`src/rtl/nes_loader_pkg.sv`:
```
// Shared loader definitions: address/data widths, CHR base and the write payload.
package nes_loader_pkg;

  localparam int unsigned LOADER_ADDR_W = 22;
  localparam int unsigned LOADER_DATA_W = 8;

  localparam logic [LOADER_ADDR_W-1:0] CHR_BASE = 22'h200000;

  typedef struct packed {
    logic [LOADER_ADDR_W-1:0] addr;
    logic [LOADER_DATA_W-1:0] data;
  } loader_wr_t;

endpackage

```
`src/rtl/loader_write_buffer_if.sv`:
```
// Loader-side capture and SDRAM-side replay signals of the loader write buffer.
interface loader_write_buffer_if #(
  parameter int unsigned ADDR_W = 22,
  parameter int unsigned DATA_W = 8,
  parameter int unsigned DEPTH  = 8
);
  localparam int unsigned LVL_W = $clog2(DEPTH) + 1;

  logic              slot;
  logic              in_write;
  logic [ADDR_W-1:0] in_addr;
  logic [DATA_W-1:0] in_data;
  logic              mem_write;
  logic [ADDR_W-1:0] mem_addr;
  logic [DATA_W-1:0] mem_data;
  logic              wait_req;
  logic              drained;
  logic              overflow;
  logic [LVL_W-1:0]  level;

  modport master (
    output slot, in_write, in_addr, in_data,
    input  mem_write, mem_addr, mem_data, wait_req, drained, overflow, level
  );

  modport slave (
    input  slot, in_write, in_addr, in_data,
    output mem_write, mem_addr, mem_data, wait_req, drained, overflow, level
  );
endinterface

```
`src/rtl/loader_fifo.sv`:
```
// Single-clock FIFO of loader writes; explicit level counter, no read bypass.
module loader_fifo
  import nes_loader_pkg::*;
#(
  parameter  int unsigned DEPTH = 8,
  localparam int unsigned PTR_W = $clog2(DEPTH),
  localparam int unsigned LVL_W = PTR_W + 1
) (
  input  logic             clk,
  input  logic             reset,
  input  logic             push,
  input  logic             pop,
  input  loader_wr_t       wdata,
  output loader_wr_t       rdata,
  output logic [LVL_W-1:0] level,
  output logic             full,
  output logic             empty
);

  loader_wr_t       mem [DEPTH];
  logic [PTR_W-1:0] wr_ptr;
  logic [PTR_W-1:0] rd_ptr;
  logic             do_push;
  logic             do_pop;

  assign full    = (level == LVL_W'(DEPTH));
  assign empty   = (level == '0);
  assign do_push = push && !full;
  assign do_pop  = pop && !empty;
  assign rdata   = mem[rd_ptr];

  // Pointers wrap naturally since DEPTH is a power of two.
  always_ff @(posedge clk) begin
    if (reset) begin
      wr_ptr <= '0;
      rd_ptr <= '0;
      level  <= '0;
    end else begin
      if (do_push) wr_ptr <= wr_ptr + PTR_W'(1);
      if (do_pop)  rd_ptr <= rd_ptr + PTR_W'(1);
      level <= level + LVL_W'(do_push) - LVL_W'(do_pop);
    end
  end

  always_ff @(posedge clk) begin
    if (do_push) mem[wr_ptr] <= wdata;
  end

endmodule

```
`src/rtl/loader_write_buffer.sv`:
```
// Buffers loader byte writes and replays them to SDRAM one per NES memory slot.
module loader_write_buffer
  import nes_loader_pkg::*;
#(
  parameter int unsigned DEPTH       = 8,
  parameter int unsigned ADDR_W      = LOADER_ADDR_W,
  parameter int unsigned DATA_W      = LOADER_DATA_W,
  parameter int unsigned WAIT_MARGIN = 2
) (
  input logic                  clk,
  input logic                  reset,
  loader_write_buffer_if.slave bus
);

  localparam int unsigned LVL_W = $clog2(DEPTH) + 1;

  typedef enum logic {IDLE, ISSUE} issue_state_t;

  issue_state_t     state;
  loader_wr_t       wr_in;
  loader_wr_t       head;
  logic [LVL_W-1:0] fifo_level;
  logic [LVL_W-1:0] next_level;
  logic             fifo_full;
  logic             fifo_empty;
  logic             push_ok;
  logic             pop_ok;

  assign wr_in.addr = LOADER_ADDR_W'(bus.in_addr);
  assign wr_in.data = LOADER_DATA_W'(bus.in_data);

  loader_fifo #(.DEPTH(DEPTH)) u_fifo (
    .clk   (clk),
    .reset (reset),
    .push  (bus.in_write),
    .pop   (bus.slot),
    .wdata (wr_in),
    .rdata (head),
    .level (fifo_level),
    .full  (fifo_full),
    .empty (fifo_empty)
  );

  // Fullness is taken from the registered level, so a push at DEPTH drops even alongside a pop.
  assign push_ok    = bus.in_write && !fifo_full;
  assign pop_ok     = bus.slot && !fifo_empty;
  assign next_level = fifo_level + LVL_W'(push_ok) - LVL_W'(pop_ok);

  // Write port holds its request for a whole slot period; it only changes on slot.
  always_ff @(posedge clk) begin
    if (reset) begin
      state        <= IDLE;
      bus.mem_addr <= '0;
      bus.mem_data <= '0;
      bus.wait_req <= 1'b0;
      bus.overflow <= 1'b0;
    end else begin
      if (bus.slot) begin
        if (!fifo_empty) begin
          state        <= ISSUE;
          bus.mem_addr <= ADDR_W'(head.addr);
          bus.mem_data <= DATA_W'(head.data);
        end else begin
          state <= IDLE;
        end
      end
      if (bus.in_write && fifo_full) bus.overflow <= 1'b1;
      bus.wait_req <= (next_level >= LVL_W'(DEPTH - WAIT_MARGIN));
    end
  end

  assign bus.mem_write = (state == ISSUE);
  assign bus.level     = fifo_level;
  assign bus.drained   = fifo_empty && (state == IDLE);

endmodule
```
`src/flat_wrapper.sv`:
```
// flat-port wrapper written by rule: the top's interface ports become plain ports
module loader_write_buffer_flat import nes_loader_pkg::*;
#(
  parameter int unsigned DEPTH       = 8,
  parameter int unsigned ADDR_W      = LOADER_ADDR_W,
  parameter int unsigned DATA_W      = LOADER_DATA_W,
  parameter int unsigned WAIT_MARGIN = 2
)
  (clk, reset, bus_slot, bus_in_write, bus_in_addr, bus_in_data, bus_mem_write, bus_mem_addr, bus_mem_data, bus_wait_req, bus_drained, bus_overflow, bus_level);
  loader_write_buffer_if #(.ADDR_W(ADDR_W), .DATA_W(DATA_W), .DEPTH(DEPTH)) bus_i ();
  input logic clk;
  input logic reset;
  input wire logic [$bits(bus_i.slot)-1:0] bus_slot;
  input wire logic [$bits(bus_i.in_write)-1:0] bus_in_write;
  input wire logic [$bits(bus_i.in_addr)-1:0] bus_in_addr;
  input wire logic [$bits(bus_i.in_data)-1:0] bus_in_data;
  output wire logic [$bits(bus_i.mem_write)-1:0] bus_mem_write;
  output wire logic [$bits(bus_i.mem_addr)-1:0] bus_mem_addr;
  output wire logic [$bits(bus_i.mem_data)-1:0] bus_mem_data;
  output wire logic [$bits(bus_i.wait_req)-1:0] bus_wait_req;
  output wire logic [$bits(bus_i.drained)-1:0] bus_drained;
  output wire logic [$bits(bus_i.overflow)-1:0] bus_overflow;
  output wire logic [$bits(bus_i.level)-1:0] bus_level;
  assign bus_i.slot = bus_slot;
  assign bus_i.in_write = bus_in_write;
  assign bus_i.in_addr = bus_in_addr;
  assign bus_i.in_data = bus_in_data;
  assign bus_mem_write = bus_i.mem_write;
  assign bus_mem_addr = bus_i.mem_addr;
  assign bus_mem_data = bus_i.mem_data;
  assign bus_wait_req = bus_i.wait_req;
  assign bus_drained = bus_i.drained;
  assign bus_overflow = bus_i.overflow;
  assign bus_level = bus_i.level;
  loader_write_buffer #(.DEPTH(DEPTH), .ADDR_W(ADDR_W), .DATA_W(DATA_W), .WAIT_MARGIN(WAIT_MARGIN)) u_core (.clk(clk), .reset(reset), .bus(bus_i));
endmodule
```
`config.mk`:
```
export PLATFORM = sky130hd
export DESIGN_NAME = loader_write_buffer_flat
export DESIGN_NICKNAME = d
export VERILOG_FILES = /design/src/rtl/nes_loader_pkg.sv /design/src/rtl/loader_write_buffer_if.sv /design/src/rtl/loader_fifo.sv /design/src/rtl/loader_write_buffer.sv /design/src/flat_wrapper.sv
export SDC_FILE = /design/constraint.sdc
export NUM_CORES = 1
export LEC_CHECK = 0
export ABC_AREA = 1
export BUFFER_PORTS_ARGS = -buffer_cell sky130_fd_sc_hd__buf_2
export CORE_ASPECT_RATIO = 0.8
export CORE_MARGIN = 4
export CORE_UTILIZATION = 45
export CTS_CLUSTER_SIZE = 30
export DETAILED_ROUTE_END_ITERATION = 8
export GPL_ROUTABILITY_DRIVEN = 0
export HOLD_SLACK_MARGIN = 0.03
export PLACE_DENSITY = 0.75
export SETUP_SLACK_MARGIN = 0.4
export SYNTH_ARGS = -nofsm -noshare
export SYNTH_HDL_FRONTEND = slang
export SYNTH_SLANG_ARGS = --single-unit
```
`constraint.sdc`:
```
create_clock -name clk -period 2.45 [get_ports clk]
set_input_delay 0.49 -clock clk [delete_from_list [all_inputs] [get_ports clk]]
set_output_delay 0.49 -clock clk [all_outputs]
set_load 0.02 [all_outputs]
```
==> flow_metrics.env, run 1 <==
export IMPL_first_global_vias=7597
export IMPL_p_int_mw=9.26
export IMPL_synthAdderAreaFrac_pct=1.01
export IMPL_post_place_ws_ns=0.188
export IMPL_yosys_area_share_simple_pct=17.5
export IMPL_cts_buffers=27
export IMPL_clk_insertion_delay_late_ns=0.54
export IMPL_ys_ff_latch=283
export IMPL_drv_cap=0
export IMPL_synthDistinctLibCells=22
export IMPL_ant_nets=0
export IMPL_swShare_pct=31.7
export IMPL_dieArea_um2=29100
export IMPL_fin_ws_ns=0.421
export IMPL_drc=0
export IMPL_timing_fmax_ghz=0.493
export IMPL_vias=7885
export IMPL_antenna_found_initial=4
export IMPL_setup_violations=0
export IMPL_track_usage_pct=17.2
export IMPL_io_pins=72
export IMPL_die_y_um=153
export IMPL_finalCritPeriodShare_pct=82.8
export IMPL_place_inst=1561
export IMPL_first_pass_iters=5
export IMPL_leakage_nw=6.07
export IMPL_cp_end_kind="flip-flop"
export IMPL_n_fill_cell=2177
export IMPL_routedWlPerCell_um=15.6
export IMPL_drv_slew=0
export IMPL_initial_utilization_pct=46.3
export IMPL_synth_warnings=0
export IMPL_worst_r2r_path_depth=11
export IMPL_syn_inst=1171
export IMPL_layout_nets=1286
export IMPL_ys_seq_area_share_pct=68.0
export IMPL_critPathRequiredTime_ns=2.89
export IMPL_tritoncts="built"
export IMPL_cts_hold_buf=0
export IMPL_crit_slowest_cell="fa_2"
export IMPL_htreeDepth=1
export IMPL_synthMuxAreaShare_pct=0
export IMPL_tns_ns=0
export IMPL_path_class="reg2reg"
export IMPL_startpoint="u_core.u_fifo.level[2]"
export IMPL_clockBufferDepth=3
export IMPL_path_delay_family="adder cells"
export IMPL_relSlewSlack_pct=53.7
export IMPL_viasPerCell=4.88
export IMPL_totalWireLength_mm=25.2
export IMPL_hold_start="bus_in_addr[7]"
export IMPL_r2r_start="u_core.u_fifo.level[2]"
export IMPL_cp_max_fo=3
export IMPL_place_hpwl_mm=14.2
export IMPL_grt_first_pass_wirelength_mm=40.0
export IMPL_synth_top_family_by_area="simple AND/OR/NAND/NOR gates"
export IMPL_clkSinkCount=283
export IMPL_multiInputGateArea_um2=2690
export IMPL_outcome="finished, final reports clean"
export IMPL_grt_max_degree=122
export IMPL_rsz0062_at_grt="yes"
export IMPL_clockRootBuffer="clkbuf_16"
export IMPL_pwr_share_seq_pct=43.6
export IMPL_p_sw_mw=4.30
export IMPL_worstMarginPinSlew_ns=0.693
export IMPL_instances_no_fill=1616
export IMPL_worst_r2r_endpoint="u_core.bus.wait_req"
export IMPL_hold_path_class="in2reg"
export IMPL_final_hold_violation_count=0
export IMPL_postLayoutCellArea_um2=13800
export IMPL_crit_buf_inv=3
export IMPL_path_cells="inv_4 -> ha_2 -> nand3_2 -> nand2_2 -> ha_4 -> inv_2 -> ha_4 -> inv_2 -> fa_2 -> xor2_1 -> o31ai_1"
export IMPL_synth_top_area_cell="edfxtp_1"
export IMPL_worst_ep_arrival_time_ns=2.47
export IMPL_synth_compound_area_share_pct=3.06
export IMPL_die_x_um=190
export IMPL_place_area_um2=12900
export IMPL_ir_drop_mv=0.602
export IMPL_critPathMaxStageDelay_ns=0.37
export IMPL_gr_total_overflow=0
export IMPL_power_density_nw_per_um2=983
export IMPL_r2r_slack_ns=0.42
export IMPL_dr_first_iter_drc_count=699
export IMPL_synth_area_um2=11900
export IMPL_min_period_ns=2.03
export IMPL_final_seq_area_um2=8080
export IMPL_synth_top_cell_area_share_pct=60.7
export IMPL_rows=52
export IMPL_synth_nets=1214
export IMPL_min_path_cells=1
export IMPL_cp_start_kind="flip-flop"
export IMPL_netlist_top_cells_area="edfxtp_1, nand2_1, inv_1, nand3_1, dfxtp_1"
export IMPL_io_buffers=71
export IMPL_coreArea_um2=25600
export IMPL_avgSynthCellArea_um2=10.1
export IMPL_clkPwrFrac_pct=29.9
export IMPL_final_util_pct=53.8
export IMPL_clkTransAtPathRegs_ns=0.06
export IMPL_syn_to_final_growth_pct=16.2
export IMPL_hold_path_end="u_core.u_fifo.mem[5][15]"
export IMPL_skew_ns=0.0164
export IMPL_drive_gt1_share_pct=13.4
export IMPL_synth_xor_area_share_pct=0.0738
export IMPL_combPwrFrac_pct=26.5
## metal layers
layer	GRT usage [%]	up-vias	routed length, um
met5	0	-	34
met4	4.10	6	444
met3	3.37	51	1570
met2	29.1	236	12200
met1	23.1	3693	11000
li1	-	3899	-
## power groups by stage
stage / Sequential [mW] / Combinational, mW / Clock, mW
4_1_cts: 5.92 / 3.63 / 4.14
5_1_grt: 5.96 / 4.01 / 4.35
3_3_place_gp: 5.99 / 3.45 / 0
3_5_place_dp: 6.01 / 3.54 / 0
6_report: 5.91 / 3.59 / 4.05
2_1_floorplan: 6.26 / 2.17 / 0
## flip-flops by register name (all words and copies together), names as in the netlist
| name | cells |
|---|---|
| u_core.u_fifo.wr_ptr | 3 |
| u_core.u_fifo.level | 4 |
| u_core.bus.mem_data | 8 |
| u_core.bus.overflow | 1 |
| u_core.bus.mem_write | 1 |
| u_core.u_fifo.mem | 240 |
| u_core.bus.wait_req | 1 |
| u_core.u_fifo.rd_ptr | 3 |
| u_core.bus.mem_addr | 22 |
## worst reg2reg max path: cells and delay by family, from the launching register on
| kind | cells | cell delay, ns |
|---|---|---|
| flip-flops | 1 | 0.35 |
| AO/OA/AOI/OAI | 1 | 0.20 |
| adder cells (fa/ha/maj) | 4 | 0.87 |
| AND/OR/NAND/NOR | 2 | 0.18 |
| XOR/XNOR | 1 | 0.16 |
| buffers and inverters | 3 | 0.17 |
## worst max path at each step
stage / endpoint / slack (ns) / depth (start not counted)
2_1_floorplan: u_core.bus.wait_req / 0.22 / 13
3_3_place_gp: u_core.bus.wait_req / 0.27 / 11
3_5_place_dp: u_core.bus.wait_req / 0.19 / 11
4_1_cts: u_core.bus.wait_req / 0.41 / 12
5_1_grt: u_core.bus.wait_req / 0.32 / 12
6_report: u_core.bus.wait_req / 0.42 / 11
## cells by family after synthesis
family	Yosys count
compound gates	72
xor+xnor	1
fa+ha+maj	9
buf+inv	320
flops	283
simple gates	486
## synthesized netlist by cell type, drive strengths merged
master  number
edfxtp     240
o21ai       35
buf         32
a21oi       36
nand2      281
clkinv       1
clkbuf      23
ha           8
dfxtp       43
nor3         3
inv        264
o31ai        1
nand3      186
fa           1
nand4        2
xor2         1
nor2        14
## per-stage QoR
step,hold WS [ns],power [mW]
after floorplan,0.458,8.44
after global placement,0.440,9.44
after detailed placement,0.451,9.55
after CTS,0.187,13.7
after global routing,0.202,14.3
final,0.211,13.6
## cell usage in the layout, fill, tap and decap left out, drive strengths merged, types with 14 or more instances in the layout
cell type and count:
nand2 281, inv 265, edfxtp 240, nand3 186, buf 98, dfxtp 43, a21oi 36, clkbuf 36
o21ai 35, nor2 14
## layout make-up
| class | instances | share of cell area [%] |
|---|---|---|
| Inverter | 265 | 7.26 |
| Timing Repair Buffer | 98 | 5.16 |
| Tap cell | 351 | 3.18 |
| Clock inverter | 14 | 0.889 |
| Sequential cell | 283 | 58.6 |
| Multi-Input combinational cell | 568 | 19.5 |
| Antenna cell | 1 | 0.0181 |
| Clock buffer | 36 | 5.43 |
## what timing repair did
| item | 4_1_cts | 5_1_grt |
|---|---|---|
| endpoints found under the setup margin | 3 | 24 |
| setup buffers | 4 | 0 |
| cloned | 0 | 0 |
| resized for setup | 8 | 1 |
| pin swaps | 5 | 0 |
No activity file was read; power rests on OpenSTA's default activity.
==> run 2: changes to the inputs <==
--- a/config.mk
+++ b/config.mk
@@ -5,7 +5,7 @@
 export SDC_FILE = /design/constraint.sdc
 export NUM_CORES = 1
 export LEC_CHECK = 0
-export ABC_AREA = 1
+export ABC_AREA = 0
 export BUFFER_PORTS_ARGS = -buffer_cell sky130_fd_sc_hd__buf_2
 export CORE_ASPECT_RATIO = 0.8
 export CORE_MARGIN = 4
@@ -14,7 +14,7 @@
 export DETAILED_ROUTE_END_ITERATION = 8
 export GPL_ROUTABILITY_DRIVEN = 0
 export HOLD_SLACK_MARGIN = 0.03
-export PLACE_DENSITY = 0.75
+export PLACE_DENSITY = 0.73
 export SETUP_SLACK_MARGIN = 0.4
 export SYNTH_ARGS = -nofsm -noshare
 export SYNTH_HDL_FRONTEND = slang
==> constraint.sdc (replaced) <==
create_clock -name clk -period 2.1 [get_ports clk]
set_input_delay 0.42 -clock clk [delete_from_list [all_inputs] [get_ports clk]]
set_output_delay 0.42 -clock clk [all_outputs]
set_load 0.02 [all_outputs]
==> run 2 against run 1 <==
Effect of this change: the run now ends with negative setup slack left; flip-flop and latch count stayed put; hold slack worse by 0.055 ns; wire length shrank 3.8%; sequential share of layout area shrank 0.44 points; largest power group unchanged; largest cell class unchanged; clock-buffer cell count rose by 6; clock power grew 19%; power up 22%; clock skew is 0.0034 ns lower; core utilization up 3.0 points; setup slack lost 0.70 ns; first-iteration DRC count is 12% lower; critical endpoint unchanged.
==> flow_metrics.env, run 2 <==
export IMPL_post_place_ws_ns=-0.304
export IMPL_cp_max_fo=3
export IMPL_grt_max_degree=67
export IMPL_synth_nets=702
export IMPL_critPathRequiredTime_ns=2.57
export IMPL_syn_inst=659
export IMPL_grt_first_pass_wirelength_mm=37.4
export IMPL_routedWlPerCell_um=21.3
export IMPL_hold_path_class="in2reg"
export IMPL_syn_to_final_growth_pct=23.9
export IMPL_drc=0
export IMPL_rows=51
export IMPL_ys_seq_area_share_pct=71.9
export IMPL_worst_ep_arrival_time_ns=2.85
export IMPL_cp_start_kind="flip-flop"
export IMPL_netlist_top_cells_area="edfxtp_1, mux2i_1, dfxtp_1, a22oi_1, nor3_2"
export IMPL_final_hold_violation_count=0
export IMPL_timing_fmax_ghz=0.419
export IMPL_synthMostInstantiatedCell="edfxtp_1"
export IMPL_dr_first_iter_drc_count=618
export IMPL_cp_end_kind="flip-flop"
export IMPL_rsz0062_at_grt="yes"
export IMPL_diodes=0
export IMPL_track_usage_pct=17.7
export IMPL_ir_drop_mv=0.772
export IMPL_min_period_ns=2.38
export IMPL_swShare_pct=30.0
export IMPL_dieArea_um2=27500
export IMPL_place_hpwl_mm=12.5
export IMPL_most_common_layout_cells="edfxtp_1, mux2i_1, buf_2, a22oi_1, dfxtp_1"
export IMPL_fin_ws_ns=-0.284
export IMPL_async_flop_share_pct=0
export IMPL_synth_edf_count=240
export IMPL_io_buffers=71
export IMPL_gr_total_overflow=0
export IMPL_htreeDepth=1
export IMPL_clk_insertion_delay_late_ns=0.53
export IMPL_synth_area_um2=11200
export IMPL_p_int_mw=11.6
export IMPL_largest_reg_flops=240
export IMPL_reg_top3="u_core.u_fifo.mem (240), u_core.bus.mem_addr (22), u_core.bus.mem_data (8)"
export IMPL_clockBufferDepth=3
export IMPL_skew_ns=0.0131
export IMPL_instances_no_fill=1137
export IMPL_outcome="finished, violations left"
export IMPL_violations="negative setup slack"
export IMPL_first_pass_iters=5
export IMPL_io_pins=72
export IMPL_pwr_share_seq_pct=42.1
export IMPL_antenna_found_initial=2
export IMPL_ys_ff_latch=283
export IMPL_layout_nets=840
export IMPL_worstMarginPinSlew_ns=0.869
export IMPL_drv_slew=0
export IMPL_combPwrFrac_pct=28.8
export IMPL_clkSinkCount=283
export IMPL_p_sw_mw=4.94
export IMPL_clkTransAtPathRegs_ns=0.06
export IMPL_place_inst=1042
export IMPL_synth_top_cell_area_share_pct=64.3
export IMPL_clkPwrFrac_pct=29.1
export IMPL_clockRootBuffer="clkbuf_16"
export IMPL_leakage_nw=4.77
export IMPL_top_register="u_core.u_fifo.mem"
export IMPL_die_y_um=149
export IMPL_coreArea_um2=24400
export IMPL_drive_gt1_share_pct=33.8
export IMPL_ant_nets=0
export IMPL_power_density_nw_per_um2=1190
export IMPL_initial_utilization_pct=45.9
export IMPL_synth_common_cells="edfxtp_1, mux2i_1, a22oi_1"
export IMPL_synth_warnings=0
export IMPL_avgSynthCellArea_um2=17.0
export IMPL_cts_buffers=28
export IMPL_drv_cap=0
export IMPL_totalWireLength_mm=24.2
export IMPL_relSlewSlack_pct=42.1
export IMPL_tritoncts="built"
export IMPL_vias=6123
export IMPL_final_util_pct=56.8
export IMPL_synthDistinctLibCells=36
export IMPL_synth_main_ff_cell="edfxtp_1"
export IMPL_synth_top_area_cell="edfxtp_1"
export IMPL_finalCritPeriodShare_pct=114
export IMPL_first_global_vias=6385
export IMPL_setup_violations=115
export IMPL_path_class="reg2reg"
export IMPL_final_common_cell="edfxtp_1"
export IMPL_die_x_um=185
export IMPL_viasPerCell=5.39
[run 2: cell types whose count changed after synthesis, sizes merged, moves of 32 or more]
cell,change
a22oi,+60
inv,-257
mux2i,+120
nand2,-274
nand3,-182
nor2,+32
o21ai,-35
[run 2: power by group through the flow]
stage / sequential (mW) / combinational [mW] / clock [mW]
after global routing: 6.99 / 5.14 / 5.13
after floorplan: 7.33 / 3.12 / 0
final: 6.95 / 4.75 / 4.80
after detailed placement: 7.04 / 4.25 / 0
after CTS: 6.94 / 4.67 / 4.88
after global placement: 7.03 / 4.19 / 0
[run 2: what timing repair did]
item	CTS	global route
cloned	14	0
endpoints found under the setup margin	279	279
hold buffers	0	0
pin swaps	10	6
resized for setup	37	9
setup buffers	24	5
[run 2: critical path: stages (launching register included)]
cell     delay [ns]
dfxtp_4        0.35
inv_4          0.06
ha_1           0.12
or3b_4         0.39
nand2_4        0.09
inv_6          0.04
ha_4           0.21
inv_4          0.05
ha_4           0.13
inv_2          0.03
fa_2           0.32
xor2_1         0.18
or2_4          0.25
a21oi_2        0.10
[run 2: metrics by stage]
step / power, mW / setup TNS, ns / hold slack, ns / instance area [um^2]
global route: 17.3 / -19.85 / 0.143 / 13900
finish: 16.5 / -11.93 / 0.157 / 13900
CTS: 16.5 / -8.97 / 0.129 / 13800
floorplan: 10.5 / -16.04 / 0.482 / 11400
detailed placement: 11.3 / -0.578 / 0.487 / 12200
global placement: 11.2 / -0.370 / 0.483 / 12200
[run 2: layer usage]
metal | track usage, % | part of all wire [%]
met5 | 0 | 0.087
met4 | 4.55 | 2.0
met3 | 4.41 | 7.4
met2 | 29.3 | 49
met1 | 23.7 | 42
[run 2: final timing paths]
check	start	to	slack, ns	depth (start not counted)
worst max-delay path	u_core.u_fifo.level[2]	u_core.bus.wait_req	-0.28	13
worst min-delay path	bus_in_addr[16]	u_core.u_fifo.mem[3][24]	0.16	1
worst max register to register	u_core.u_fifo.level[2]	u_core.bus.wait_req	-0.28	13
worst min register to register	u_core.bus.overflow	u_core.bus.overflow	0.49	2
[run 2: logic make-up after synthesis]
family,count (synthesis),synth area share (%)
XOR/XNOR,5,0.391
multiplexers,120,10.7
adder cells (fa/ha/maj),9,1.07
flip-flops,283,71.9
buffers and inverters,44,3.16
AO/OA/AOI/OAI,98,5.75
AND/OR/NAND/NOR,100,6.99
[run 2: area by class of cell]
| type | count | area [um^2] |
|---|---|---|
| Fill cell | 1793 | 10500 |
| Sequential cell | 283 | 8080 |
| Multi-Input combinational cell | 332 | 2940 |
| Timing Repair Buffer | 145 | 1530 |
| Clock buffer | 42 | 855 |
| Tap cell | 318 | 398 |
| Clock inverter | 10 | 53.8 |
| Inverter | 7 | 36.3 |
